### src/rtl/transmitter.sv
// 8N1 serial transmitter: bytes queue in a small FIFO and are framed
// (start, 8 data LSB-first, stop) onto a registered, idle-high line.
module transmitter #(
    parameter int unsigned T     = 2604,
    parameter int unsigned DEPTH = 16
) (
    input  logic                     CLK,
    input  logic                     RST,
    input  logic [7:0]               data,
    input  logic                     wr_en,
    output logic                     full,
    output logic                     empty,
    output logic [$clog2(DEPTH):0]   count,
    output logic                     busy,
    output logic                     overflow,
    output logic                     OUT
);

    localparam int unsigned PTR_W = $clog2(DEPTH);
    localparam int unsigned OCC_W = PTR_W + 1;
    localparam int unsigned BIT_W = $clog2(T);

    typedef enum logic [1:0] {
        S_IDLE,
        S_START,
        S_DATA,
        S_STOP
    } state_e;

    state_e             state_q, state_d;
    logic [BIT_W-1:0]   cnt_q, cnt_d;
    logic [2:0]         idx_q, idx_d;
    logic [7:0]         sr_q, sr_d;
    logic               out_q, out_d;
    logic               busy_q, busy_d;

    logic [7:0]         mem [DEPTH];
    logic [PTR_W-1:0]   wr_ptr_q, wr_ptr_d;
    logic [PTR_W-1:0]   rd_ptr_q, rd_ptr_d;
    logic [OCC_W-1:0]   count_q, count_d;
    logic               full_q, full_d;
    logic               empty_q, empty_d;
    logic               overflow_q, overflow_d;

    logic               push_c;
    logic               pop_c;
    logic               bit_done_c;

    assign push_c     = wr_en && !full_q;
    assign bit_done_c = (cnt_q == BIT_W'(T - 1));

    // FSM state register
    always_ff @(posedge CLK or posedge RST) begin
        if (RST) begin
            state_q <= S_IDLE;
        end else begin
            state_q <= state_d;
        end
    end

    // FSM next-state: decisions use the registered empty flag only
    always_comb begin
        state_d = state_q;
        case (state_q)
            S_IDLE: begin
                if (!empty_q) state_d = S_START;
            end
            S_START: begin
                if (bit_done_c) state_d = S_DATA;
            end
            S_DATA: begin
                if (bit_done_c && (idx_q == 3'd7)) state_d = S_STOP;
            end
            S_STOP: begin
                if (bit_done_c) state_d = empty_q ? S_IDLE : S_START;
            end
            default: state_d = S_IDLE;
        endcase
    end

    // FSM outputs: line level, shift register, bit timing and FIFO pop
    always_comb begin
        pop_c = 1'b0;
        out_d = out_q;
        sr_d  = sr_q;
        cnt_d = cnt_q;
        idx_d = idx_q;
        case (state_q)
            S_IDLE: begin
                out_d = 1'b1;
                if (!empty_q) begin
                    pop_c = 1'b1;
                    sr_d  = mem[rd_ptr_q];
                    out_d = 1'b0;
                    cnt_d = '0;
                end
            end
            S_START: begin
                if (bit_done_c) begin
                    out_d = sr_q[0];
                    idx_d = 3'd0;
                    cnt_d = '0;
                end else begin
                    cnt_d = cnt_q + BIT_W'(1);
                end
            end
            S_DATA: begin
                if (bit_done_c) begin
                    cnt_d = '0;
                    if (idx_q == 3'd7) begin
                        out_d = 1'b1;
                    end else begin
                        sr_d  = {1'b0, sr_q[7:1]};
                        out_d = sr_q[1];
                        idx_d = idx_q + 3'd1;
                    end
                end else begin
                    cnt_d = cnt_q + BIT_W'(1);
                end
            end
            S_STOP: begin
                if (bit_done_c) begin
                    cnt_d = '0;
                    if (!empty_q) begin
                        pop_c = 1'b1;
                        sr_d  = mem[rd_ptr_q];
                        out_d = 1'b0;
                    end else begin
                        out_d = 1'b1;
                    end
                end else begin
                    cnt_d = cnt_q + BIT_W'(1);
                end
            end
            default: begin
                out_d = 1'b1;
            end
        endcase
    end

    assign busy_d = (state_d != S_IDLE);

    // FIFO bookkeeping; pointers wrap naturally since DEPTH is a power of two
    always_comb begin
        wr_ptr_d   = push_c ? (wr_ptr_q + PTR_W'(1)) : wr_ptr_q;
        rd_ptr_d   = pop_c  ? (rd_ptr_q + PTR_W'(1)) : rd_ptr_q;
        count_d    = count_q + OCC_W'(push_c) - OCC_W'(pop_c);
        full_d     = (count_d == OCC_W'(DEPTH));
        empty_d    = (count_d == '0);
        overflow_d = overflow_q | (wr_en & full_q);
    end

    always_ff @(posedge CLK) begin
        if (push_c) mem[wr_ptr_q] <= data;
    end

    always_ff @(posedge CLK or posedge RST) begin
        if (RST) begin
            cnt_q      <= '0;
            idx_q      <= '0;
            sr_q       <= '0;
            out_q      <= 1'b1;
            busy_q     <= 1'b0;
            wr_ptr_q   <= '0;
            rd_ptr_q   <= '0;
            count_q    <= '0;
            full_q     <= 1'b0;
            empty_q    <= 1'b1;
            overflow_q <= 1'b0;
        end else begin
            cnt_q      <= cnt_d;
            idx_q      <= idx_d;
            sr_q       <= sr_d;
            out_q      <= out_d;
            busy_q     <= busy_d;
            wr_ptr_q   <= wr_ptr_d;
            rd_ptr_q   <= rd_ptr_d;
            count_q    <= count_d;
            full_q     <= full_d;
            empty_q    <= empty_d;
            overflow_q <= overflow_d;
        end
    end

    assign OUT      = out_q;
    assign busy     = busy_q;
    assign count    = count_q;
    assign full     = full_q;
    assign empty    = empty_q;
    assign overflow = overflow_q;

endmodule

### config.mk
export PLATFORM = sky130hd
export DESIGN_NAME = transmitter
export DESIGN_NICKNAME = d
export VERILOG_FILES = /design/src/rtl/transmitter.sv
export SDC_FILE = /design/constraint.sdc
export NUM_CORES = 1
export LEC_CHECK = 0
export CORE_MARGIN = 1
export CORE_UTILIZATION = 35
export DETAILED_ROUTE_END_ITERATION = 10
export MAX_ROUTING_LAYER = met4
export PLACE_DENSITY = 0.51
export SYNTH_ARGS = -nofsm -noshare
export SYNTH_HDL_FRONTEND = slang
export SYNTH_SLANG_ARGS = --single-unit
### constraint.sdc
create_clock -name CLK -period 3.7 [get_ports CLK]
set_clock_uncertainty 0.15 [all_clocks]
set_input_delay 0.74 -clock CLK [delete_from_list [all_inputs] [get_ports CLK]]
set_output_delay 0.74 -clock CLK [all_outputs]
set_load 0.02 [all_outputs]
## After elaboration in Yosys (flattened, before gate mapping)

Memory sizes are Yosys's and may differ from the RTL's.
Index checks and enable logic that the tools add are counted.

| operators by class | value |
|---|---|
| add/subtract/negate cells | 6 |
| equal/unequal tests | 11 |
| multiplexer cells | 29 |
| bitwise operators | 2 |
| reduce and logical (&&, ||, !) cells | 12 |

Operators with widths:

| kind | number |
|---|---|
| $mux 8 | 4 |
| $mux 12 | 2 |
| $pmux 12 s2 | 1 |
| $pmux 8 s3 | 1 |
| $add 12x1->12 const B | 1 |
| $eq 12x12->1 const B | 1 |
| $mux 1 | 10 |
| $ne 2x2->1 const B | 5 |
| $mux 3 | 3 |
| $add 4x1->4 const B | 2 |
| $mux 2 | 4 |
| $pmux 2 s4 | 1 |
| $reduce_and 4->1 | 2 |
| $pmux 3 s2 | 1 |
| $add 5x1->5 | 1 |
| $eq 5x5->1 const B | 1 |
| $logic_not 5->1 | 1 |
| $sub 5x1->5 | 1 |
| $eq 2x2->1 const B | 2 |
| $pmux 1 s4 | 1 |
| $reduce_bool 2->1 | 2 |
| $add 3x1->3 const B | 1 |
| $eq 3x3->1 const B | 1 |
| $reduce_and 3->1 | 1 |
| 9 further kinds | 10 |

| word-level totals | value |
|---|---|
| bits in registers | 43 |
| memory bits (writable) | 128 |
| logic and storage cells | 73 |
| memories kept | 1 |

Memory list:

| memory | depth | bits a word | rd ports | clocked after memory_dff | write ports | line | text |
|---|---|---|---|---|---|---|---|
| mem | 16 | 8 | 1 | 0 | 1 | 37 | `logic [7:0] mem [DEPTH];` |

## Longest topological paths before layout

| logic depth | value |
|---|---|
| word-level depth | 5 |
| depth in mapped cells | 15 |
| gate-level depth less buffers | 14 |

## Worst setup path before layout

Ideal clock, no wire load.

| timing path | value |
|---|---|
| kind | register to register |
| start point | register cnt_q[0] |
| end point | register full_q (netlist: full) |
| setup time | 73 ps |
| arrival time | 2921 ps |
| data required time | 3477 ps |
| setup slack | 556 ps |
| cell stages (with the launch flop) | 13 |
| buffers on the path | 0 |
| clock period less this slack | 3144 ps |
| cell sequence | dfrtp_1 -> ha_1 -> and4b_1 -> a41oi_1 -> nor3_2 -> ha_1 -> inv_1 -> ha_1 -> inv_1 -> fa_1 -> inv_1 -> or4_1 -> nor2b_1 |

| between the ends | value |
|---|---|
| word-level cells in the longest chain between the ends | 5 |

RTL lines:

| item | line | text |
|---|---|---|
| start: declaration | 31 | `logic [BIT_W-1:0] cnt_q, cnt_d;` |
| start signal: assignment | 171 | `cnt_q <= cnt_d;` |
| $eq 12x12->1 | 50 | `assign bit_done_c = (cnt_q == BIT_W'(T - 1));` |
| $mux 1 | 122 | `if (bit_done_c) begin` |
| $pmux 1 s2 | 88 | `case (state_q)` |
| net pop_c | 46 | `logic pop_c;` |
| $sub 5x1->5 | 147 | `count_d = count_q + OCC_W'(push_c) - OCC_W'(pop_c);` |
| net count_d[1] | 40 | `logic [OCC_W-1:0] count_q, count_d;` |
| $eq 5x5->1 | 148 | `full_d = (count_d == OCC_W'(DEPTH));` |
| net full_d | 41 | `logic full_q, full_d;` |
| end signal: assignment | 179 | `full_q <= full_d;` |
| end: declaration | 41 |  |

The timed path passes the listed nets, and every way through them passes these cells.
A chain may end at the register's enable or synchronous reset.

## Worst setup path in the final report

| timing path | value |
|---|---|
| start point | register cnt_q[0] |
| end point | register empty_q (netlist: empty) |

| between the ends | value |
|---|---|
| word-level cells in the longest chain between the ends | 5 |

RTL lines:

| item | line | text |
|---|---|---|
| $eq 12x12->1 | 50 |  |
| $mux 1 | 122 |  |
| $pmux 1 s2 | 88 |  |
| net pop_c | 46 |  |
| $sub 5x1->5 | 147 |  |
| net count_d[1] | 40 |  |
| $logic_not 5->1 | 149 | `empty_d = (count_d == '0);` |
| net empty_d | 42 | `logic empty_q, empty_d;` |
| end signal: assignment | 180 | `empty_q <= empty_d;` |
| end: declaration | 42 |  |

The timed path passes the listed nets, and every way through them passes these cells.

==> flow_summary.ini <==
[synthesis]
synth_cells = 449
yosysWarnings = 0
syn_nets = 479
avgSynthCellArea_um2 = 16.1
synth_edf_count = 128
ys_async_sr_fraction_pct = 25.1
synthFlopType = edfxtp_1
seq_area_frac_synth_pct = 67.9
syn_area_um2 = 7250
yosysUniqueCellTypes = 51
synth-seq-cells = 171

[run]
cap_violations = 0

[critical_path]
worstPathMaxFanout = 5
path_class = register to register
required_ns = 3.91
endpoint_kind = register
worstPathArrival_ns = 3.52
startpoint_type = register

[routing]
firstDrtPassIters = 4
postRouteAntennaNets = 0
num_vias = 3763
drc_errors = 0
wl_met1_um = 6740
routed_wl_um = 14400
avgRoutedWirePerCell_um = 19.0
drt-initial-drc-count = 247
route.met2.wl_um = 7020
viasPerCell = 4.96
wl_met3_um = 475
top_layer = met4

[placed_design]
io_buffers = 20
place_inst = 727
hpwl_um = 9160
globalplace.congestion = 0.823

[timing]
worst_pin_slew_ns = 0.911
setup-tns-final_ns = 0
period_share_pct = 89.4
max_slew_margin_pct = 39.2
fmaxAchievable_mhz = 302
setup_viol_count_final = 0
hold_ws_ns = 0.316
rsz0062_at_grt = no
final_hold_viol_count = 0
slew_violations = 0
fin_crit_ns = 3.31

[die]
die_area_um2 = 21300
core_area_um2 = 20300
ios = 21
dieHeight_um = 146
die_w_um = 146
num_rows = 52
start_util_pct = 35.7

[pwr]
power.density_nw_per_um2 = 585
leakagePower_nw = 2.90
peakVddDrop_uv = 439

[global_route]
gr-total-overflow = 0
grt_pass1_vias = 3838
antenna_found_initial = 0
grtUsageTotal_pct = 15.1
grt_max_degree = 44
grt_pass1_wl_um = 22700

[layout]
diodes = 0
fin_util_pct = 41.0
nNetsFinal = 506
layout_commonest_cell = edfxtp_1
fin_cells = 758
layout_common_cells = 128 x edfxtp_1, 40 x dfrtp_1, 32 x mux4_2, 25 x nand2_1, 23 x a21oi_1
drive_above_1_share_pct = 17.6
area_growth_syn_to_layout_pct = 14.7
fillerInstances = 1850

[clock_network]
ctsResizeCount = 0
cts_tree = built
cts_sinks = 171
htree_levels = 4
clock_latency_ns = 0.43
clockRootBuffer = clkbuf_16
clk_path_buf_depth = 2
cts_buffers = 17
post_cts_buffers = 0
clk_pin_slew_ns = 0.07
cts_hold_buf = 0

[hold_path]
hold_class = register to register

[status]
outcome = complete, no violations
## metal layers
metal	global-route usage (%)	vias up
li1	-	1774
met1	20.0	1931
met2	22.9	50
met3	3.70	8
met5	-	-
met4	4.68	0
## path summary, 6_finish.rpt
| check | from | to | slack [ns] | cells past startpoint |
|---|---|---|---|---|
| worst min register to register | overflow | overflow | 0.32 | 1 |
| worst min-delay path | overflow | overflow | 0.32 | 1 |
| min in group asynchronous | RST | cnt_q[8] | 0.68 | 2 |
| max in group asynchronous | RST | rd_ptr_q[0] | 2.08 | 2 |
| worst max register to register | cnt_q[0] | empty | 0.39 | 12 |
| worst max-delay path | cnt_q[0] | empty | 0.39 | 12 |
## area by class of cell
cell class	instances	area, um2	share of cell area, %
clock inverters	13	138	1.66
inverters	20	75.1	0.903
clock buffers	18	429	5.16
repair buffers	27	253	3.04
multi-input cells	239	2160	25.9
well taps	270	338	4.06
flip-flops and latches	171	4920	59.2
## sequential cells by signal (all words and copies together), names as in the netlist, 2 cells and up
signal	flops
cnt_q	12
state_q	2
rd_ptr_q	4
wr_ptr_q	4
mem	128
idx_q	3
count	5
sr_q	8
## power by group
group / switching [W] / leakage (nW) / total [W] / internal (W)
logic: 0.000424 / 0.950 / 0.000738 / 0.000314
clock network: 0.000776 / 0.271 / 0.00172 / 0.000945
registers: 0.000108 / 1.68 / 0.00241 / 0.00230
## Yosys cell counts (6+ instances only)
master      n  area share [%]
a21oi_1    23             1.6
xnor2_1    11             1.3
edfxtp_1  128              53
nor2_1     17            0.88
nand2_1    25             1.3
mux4_2     32             9.9
clkbuf_1   10            0.52
nand3_1     6            0.41
a22oi_1    16             1.7
inv_1      20             1.0
ha_1       18             3.1
dfrtp_1    41              14
and2_1     18             1.6
o21ai_0    16             1.1
## critical path, cell delays in order (launching register included)
cell and delay, ns:
dfrtp_1 0.41, ha_1 0.23, and4b_1 0.31, a41oi_1 0.15, nor3_2 0.26, ha_1 0.29, inv_1 0.06, ha_1 0.16
inv_1 0.05, fa_1 0.47, inv_1 0.04, or4_1 0.54, nor2_1 0.12
## kinds of logic after synthesis
family                     Yosys count  synth area share, %
DFF                                171                 67.9
AOI/OAI and AO/OA                   80                 7.33
xor gates and xnor gates            13                 1.57
and+or+nand+nor                     90                 6.78
muxes                               37                 10.7
buffers and inverters               39                 2.36
adders and majority gates           19                 3.38
## per-stage QoR
step / power, W / setup WS (ns) / instance area, um2
after detailed placement: 0.00320 / 0.240 / 7750
after global routing: 0.00509 / 0.117 / 8310
after floorplan: 0.00289 / 0.556 / 7250
final: 0.00486 / 0.393 / 8310
after CTS: 0.00492 / 0.364 / 8310
after global placement: 0.00318 / 0.289 / 7750
No activity file was read; power rests on OpenSTA's default activity.
